File: config.mk
export PLATFORM = sky130hd
export DESIGN_NAME = ram_scan_ctrl
export DESIGN_NICKNAME = d
export VERILOG_FILES = /design/src/rtl/ram_scan_ctrl.sv
export SDC_FILE = /design/constraint.sdc
export NUM_CORES = 1
export LEC_CHECK = 0
export BUFFER_PORTS_ARGS = -buffer_cell sky130_fd_sc_hd__buf_4
export CORE_MARGIN = 4
export CORE_UTILIZATION = 30
export CTS_CLUSTER_SIZE = 14
export DETAILED_ROUTE_END_ITERATION = 10
export SKIP_CTS_REPAIR_TIMING = 1
export SLEW_MARGIN = 20
export SYNTH_ARGS = -nofsm -noshare
export SYNTH_HDL_FRONTEND = slang
export SYNTH_SLANG_ARGS = --single-unit
File: constraint.sdc
create_clock -name clk -period 7.9 [get_ports clk]
set_clock_uncertainty 0.15 [all_clocks]
set_input_delay 0.395 -clock clk [delete_from_list [all_inputs] [get_ports clk]]
set_output_delay 0.395 -clock clk [all_outputs]
set_load 0.05 [all_outputs]
File: src/rtl/ram_scan_ctrl.sv
// RAM read-scan sequencer: walks [first, last] with a programmable stride,
// drives RAM address/read-enable and a read-latency-aligned data-valid strobe.
// Supports single/continuous passes, abort, a saturating pass counter and
// done / config-error pulses.
module ram_scan_ctrl #(
    parameter int unsigned ADDR_W    = 10,
    parameter int unsigned PRE_DELAY = 2,
    parameter int unsigned RD_LAT    = 2,
    parameter int unsigned PASS_W    = 16
) (
    input  logic              clk,
    input  logic              rst,
    input  logic              i_start_scan,
    input  logic              i_abort,
    input  logic              i_mode_cont,
    input  logic [ADDR_W-1:0] i_first_addr,
    input  logic [ADDR_W-1:0] i_last_addr,
    input  logic [3:0]        i_stride,
    output logic [ADDR_W-1:0] o_ram_addr,
    output logic              o_ram_en,
    output logic              o_data_valid,
    output logic              o_busy,
    output logic              o_done,
    output logic              o_cfg_err,
    output logic [PASS_W-1:0] o_pass_cnt
);

    // One down-counter serves both the pre-read delay and the drain phase.
    localparam int unsigned MAX_WAIT = (PRE_DELAY > RD_LAT) ? PRE_DELAY : RD_LAT;
    localparam int unsigned CNT_W    = (MAX_WAIT < 2) ? 1 : $clog2(MAX_WAIT + 1);
    localparam logic [CNT_W-1:0] PRE_LOAD = CNT_W'((PRE_DELAY == 0) ? 0 : PRE_DELAY - 1);
    localparam logic [CNT_W-1:0] LAT_LOAD = CNT_W'((RD_LAT == 0) ? 0 : RD_LAT - 1);

    typedef enum logic [1:0] {StIdle, StDelay, StRead, StDrain} state_t;

    state_t              r_state;
    logic [CNT_W-1:0]    r_cnt;
    logic [ADDR_W-1:0]   r_first;
    logic [ADDR_W-1:0]   r_last;
    logic [3:0]          r_stride;
    logic                r_mode_cont;
    logic                r_aborted;
    logic                r_ram_en;
    logic [ADDR_W-1:0]   r_ram_addr;
    logic                r_done;
    logic                r_cfg_err;
    logic [PASS_W-1:0]   r_pass_cnt;

    logic [3:0]          w_stride_eff;
    logic [ADDR_W:0]     w_next_addr;
    logic                w_final;
    logic                w_set_done;

    // Next address is formed one bit wider so a step past the top of the
    // address space reads as "beyond last" instead of wrapping to zero.
    always_comb begin
        w_stride_eff = (r_stride == 4'd0) ? 4'd1 : r_stride;
        w_next_addr  = {1'b0, r_ram_addr} + (ADDR_W + 1)'(w_stride_eff);
        w_final      = (w_next_addr > {1'b0, r_last});
    end

    // Done is registered, so it is raised on the edge entering the last drain
    // cycle (or the cycle after the final read when there is no drain).
    always_comb begin
        w_set_done = 1'b0;
        if (!i_abort) begin
            if ((r_state == StRead) && w_final && (RD_LAT <= 1)) begin
                w_set_done = 1'b1;
            end
            if ((r_state == StDrain) && !r_aborted && (r_cnt == CNT_W'(1)) && (RD_LAT >= 2)) begin
                w_set_done = 1'b1;
            end
        end
    end

    // Scan FSM with registered address/enable/done/error/pass-count outputs.
    always_ff @(posedge clk) begin
        if (rst) begin
            r_state     <= StIdle;
            r_cnt       <= '0;
            r_first     <= '0;
            r_last      <= '0;
            r_stride    <= '0;
            r_mode_cont <= 1'b0;
            r_aborted   <= 1'b0;
            r_ram_en    <= 1'b0;
            r_ram_addr  <= '0;
            r_done      <= 1'b0;
            r_cfg_err   <= 1'b0;
            r_pass_cnt  <= '0;
        end else begin
            r_done    <= w_set_done;
            r_cfg_err <= 1'b0;
            if (w_set_done && (r_pass_cnt != '1)) begin
                r_pass_cnt <= r_pass_cnt + PASS_W'(1);
            end

            unique case (r_state)
                StIdle: begin
                    if (i_start_scan) begin
                        if (i_first_addr > i_last_addr) begin
                            r_cfg_err <= 1'b1;
                        end else begin
                            r_first     <= i_first_addr;
                            r_last      <= i_last_addr;
                            r_stride    <= i_stride;
                            r_mode_cont <= i_mode_cont;
                            r_pass_cnt  <= '0;
                            r_aborted   <= 1'b0;
                            if (PRE_DELAY == 0) begin
                                r_state    <= StRead;
                                r_ram_en   <= 1'b1;
                                r_ram_addr <= i_first_addr;
                            end else begin
                                r_state <= StDelay;
                                r_cnt   <= PRE_LOAD;
                            end
                        end
                    end
                end

                StDelay: begin
                    if (i_abort) begin
                        if (RD_LAT == 0) begin
                            r_state <= StIdle;
                        end else begin
                            r_state   <= StDrain;
                            r_cnt     <= LAT_LOAD;
                            r_aborted <= 1'b1;
                        end
                    end else if (r_cnt == '0) begin
                        r_state    <= StRead;
                        r_ram_en   <= 1'b1;
                        r_ram_addr <= r_first;
                    end else begin
                        r_cnt <= r_cnt - CNT_W'(1);
                    end
                end

                StRead: begin
                    if (i_abort || w_final) begin
                        r_ram_en   <= 1'b0;
                        r_ram_addr <= '0;
                        if (RD_LAT != 0) begin
                            r_state   <= StDrain;
                            r_cnt     <= LAT_LOAD;
                            r_aborted <= i_abort;
                        end else if (i_abort || !r_mode_cont) begin
                            r_state <= StIdle;
                        end else if (PRE_DELAY == 0) begin
                            r_ram_en   <= 1'b1;
                            r_ram_addr <= r_first;
                        end else begin
                            r_state <= StDelay;
                            r_cnt   <= PRE_LOAD;
                        end
                    end else begin
                        r_ram_addr <= w_next_addr[ADDR_W-1:0];
                    end
                end

                StDrain: begin
                    if (i_abort) begin
                        r_state <= StIdle;
                    end else if (r_cnt != '0) begin
                        r_cnt <= r_cnt - CNT_W'(1);
                    end else if (r_aborted || !r_mode_cont) begin
                        r_state <= StIdle;
                    end else if (PRE_DELAY == 0) begin
                        r_state    <= StRead;
                        r_ram_en   <= 1'b1;
                        r_ram_addr <= r_first;
                    end else begin
                        r_state <= StDelay;
                        r_cnt   <= PRE_LOAD;
                    end
                end

                default: r_state <= StIdle;
            endcase
        end
    end

    // Valid strobe is the read enable delayed by the RAM read latency; reads
    // already issued keep flowing through even after an abort.
    generate
        if (RD_LAT == 0) begin : g_no_lat
            assign o_data_valid = r_ram_en;
        end else begin : g_lat
            logic [RD_LAT-1:0] r_vld_pipe;

            // Shift read enables down the latency line.
            always_ff @(posedge clk) begin
                if (rst) begin
                    r_vld_pipe <= '0;
                end else begin
                    for (int i = 1; i < int'(RD_LAT); i++) begin
                        r_vld_pipe[i] <= r_vld_pipe[i-1];
                    end
                    r_vld_pipe[0] <= r_ram_en;
                end
            end

            assign o_data_valid = r_vld_pipe[RD_LAT-1];
        end
    endgenerate

    assign o_ram_addr = r_ram_addr;
    assign o_ram_en   = r_ram_en;
    assign o_busy     = (r_state != StIdle);
    assign o_done     = r_done;
    assign o_cfg_err  = r_cfg_err;
    assign o_pass_cnt = r_pass_cnt;

endmodule

==> out/metrics.cfg <==
[outcome]
status = completed

[sta]
max_freq_mhz = 241
fin_setup_tns_ns = 0
final-setup-viol-count = 0
slew_headroom_pct = 52.4
worstMarginPinSlew_ns = 0.715
grt_setup_unrepaired = no
period_minus_slack_ns = 4.15
hold_viol_final = 0
period_share_pct = 52.6
setup_slack_ns = 3.75
drv_slew = 0
hold_ws_ns = 0.157

[synth]
ys_warn_count = 0
synth.avg_cell_area_um2 = 8.77
syn_inst = 405
synth-seq-cells = 61
synthFlopType = dfxtp_1
synth_nets = 467
yosysMostFrequentCell = dfxtp_1
ys_types = 57
synthTopCellsByCount = 61 x dfxtp_1, 32 x a21oi_1, 32 x ha_1
synth_top_area_share_pct = 34.4
synth_top_cell_by_area = dfxtp_1
seq_area_frac_synth_pct = 34.4
synth_edf_count = 0
synth_area_um2 = 3550
asyncSetResetFlopFracSynth_pct = 0
synth.top_cells.by_area = dfxtp_1 34%, ha_1 11%, a21oi_1 4.5%

[final_layout]
fillers = 1187
regArea_um2 = 1220
fin_util_pct = 37.7
antenna_cells = 0
layout.cells.non_filler = 604
synthToLayoutAreaGrowth_pct = 22.3
drive_above_1_share_pct = 21.0
multiInputGateArea_um2 = 2120
fin_nets = 519

[min_path]
min_from = i_stride[3]
hold_depth = 3
worstHoldPathType = in -> reg

[setup_path]
rrSetupSlack_ns = 3.75
crit_type = reg -> reg
crit_path_end_kind = flop
cp-start-kind = flop
reg2regPathDepth = 15
required_ns = 7.99
crit_fanout = 11
arrival_ns = 4.24
rr_startpoint = r_stride[1]
crit_path_start = r_stride[1]

[grt]
grt_first_pass_wirelength_mm = 13.9
grt_max_degree = 48
grt_use_met3_pct = 4.88
antenna_found_initial = 0
grt-busiest-layer = met2
grt_pass1_vias = 2864
grt_use_met2_pct = 22.0
use_met1_pct = 15.6
grt_usage_pct = 13.0
grt-ovfl-total = 0

[placed_design]
gp_congestion = 0.854
placed_cells = 589
post-place-ws_ns = 3.75
hpwlAfterDp_mm = 6.56
io_buffers = 59

[cts]
h-tree-depth = 3
cts_made_buffers = 9
clkTransAtPathRegs_ns = 0.05
insertion_delay_ns = 0.33
cts_sinks = 61
max-clock-path-buffers = 2
root_buffer = clkbuf_16
tritoncts = done

[detailed_routing]
via_count = 3026
drc = 0
drt_iter0_markers = 211
drt-vias-per-instance = 5.01
dr.pass1.iters = 4
wl_per_cell_um = 14.3
finalWirelength_mm = 8.63
ant_nets = 0

[floorplan]
die_w_um = 117
core_area_um2 = 11500
initial_core_util_pct = 30.8
die_h_um = 117
dieArea_um2 = 13600
fp-row-count = 39
num_io_pins = 60

[power]
worst_ir_drop_vdd_uv = 162
powerDensity_nw_per_um2 = 316
p_leak_nw = 1.78

[run]
drv_cap = 0

cell usage in the layout (no fill, tap or decap), types with 8 or more instances in the layout:
cell type / instances
a211oi_1: 14
a21oi_1: 32
a22oi_1: 8
buf_4: 59
clkbuf_16: 9
dfxtp_1: 61
ha_1: 32
inv_1: 29
mux2i_1: 10
nand2_1: 30
nand3_1: 13
nor2_1: 31
nor2_4: 10
nor3_1: 12
o21ai_0: 22
xnor2_1: 11
xor2_1: 9
final cells by class:
| type | instances | area share (%) |
|---|---|---|
| clock inverters | 4 | 0.576 |
| repair buffers | 59 | 10.2 |
| flip-flops and latches | 61 | 28.1 |
| inverters | 29 | 2.51 |
| well taps | 143 | 4.12 |
| clock buffers | 11 | 5.59 |
| multi-input cells | 297 | 48.9 |
through the flow:
step	power [mW]	area [µm²]
3_3_place_gp	1.02	4070
3_5_place_dp	1.03	4070
2_1_floorplan	0.880	3550
6_report	1.37	4340
5_1_grt	1.48	4340
4_1_cts	1.39	4340
worst max-delay path, cell delays in order (launching register included):
cell and delay, ns:
dfxtp_1 0.39, nor3_1 0.07, or2_2 0.27, ha_1 0.21
fa_1 0.43, a211oi_1 0.32, nor2_1 0.12, nand2_1 0.10
xnor2_1 0.09, ha_1 0.30, nand3_1 0.11, or4_1 0.52
o211ai_1 0.17, and2_1 0.44, a22oi_1 0.13, a211oi_1 0.25
registers in the layout (all words and copies together), names as in the netlist:
signal,cells
g_lat.r_vld_pipe,2
o_cfg_err,1
o_done,1
o_pass_cnt,16
o_ram_addr,10
o_ram_en,1
r_aborted,1
r_cnt,2
r_first,10
r_last,10
r_mode_cont,1
r_state,2
r_stride,4
final timing paths:
check / end
max: o_ram_addr[0]
min: r_stride[3]
max reg2reg: o_ram_addr[0]
min reg2reg: g_lat.r_vld_pipe[1]
power breakdown:
part / switching, mW / internal (mW)
Combinational: 0.387 / 0.220
Clock: 0.137 / 0.218
Sequential: 0.0507 / 0.362
Total: 0.575 / 0.799
metal layers:
layer	share of wire, %	wire length, µm	up-vias
li1	-	-	1541
met1	46	3940	1411
met2	48	4140	67
met3	5.2	446	7
met4	1.1	93	0
met5	0	0	-
cells by family (layout without fill, tap and decap cells):
logic type                 Yosys count  in the layout  synth area share [%]
and+or+nand+nor                    132            132                  20.7
adders and majority gates           33             33                  11.8
buffers and inverters               47            103                  5.95
AOI/OAI and AO/OA                  101            101                  19.0
DFF                                 61             61                  34.4
xor gates and xnor gates            20             20                  4.93
muxes                               11             11                  3.24
Power figures use the tool's default switching activity.
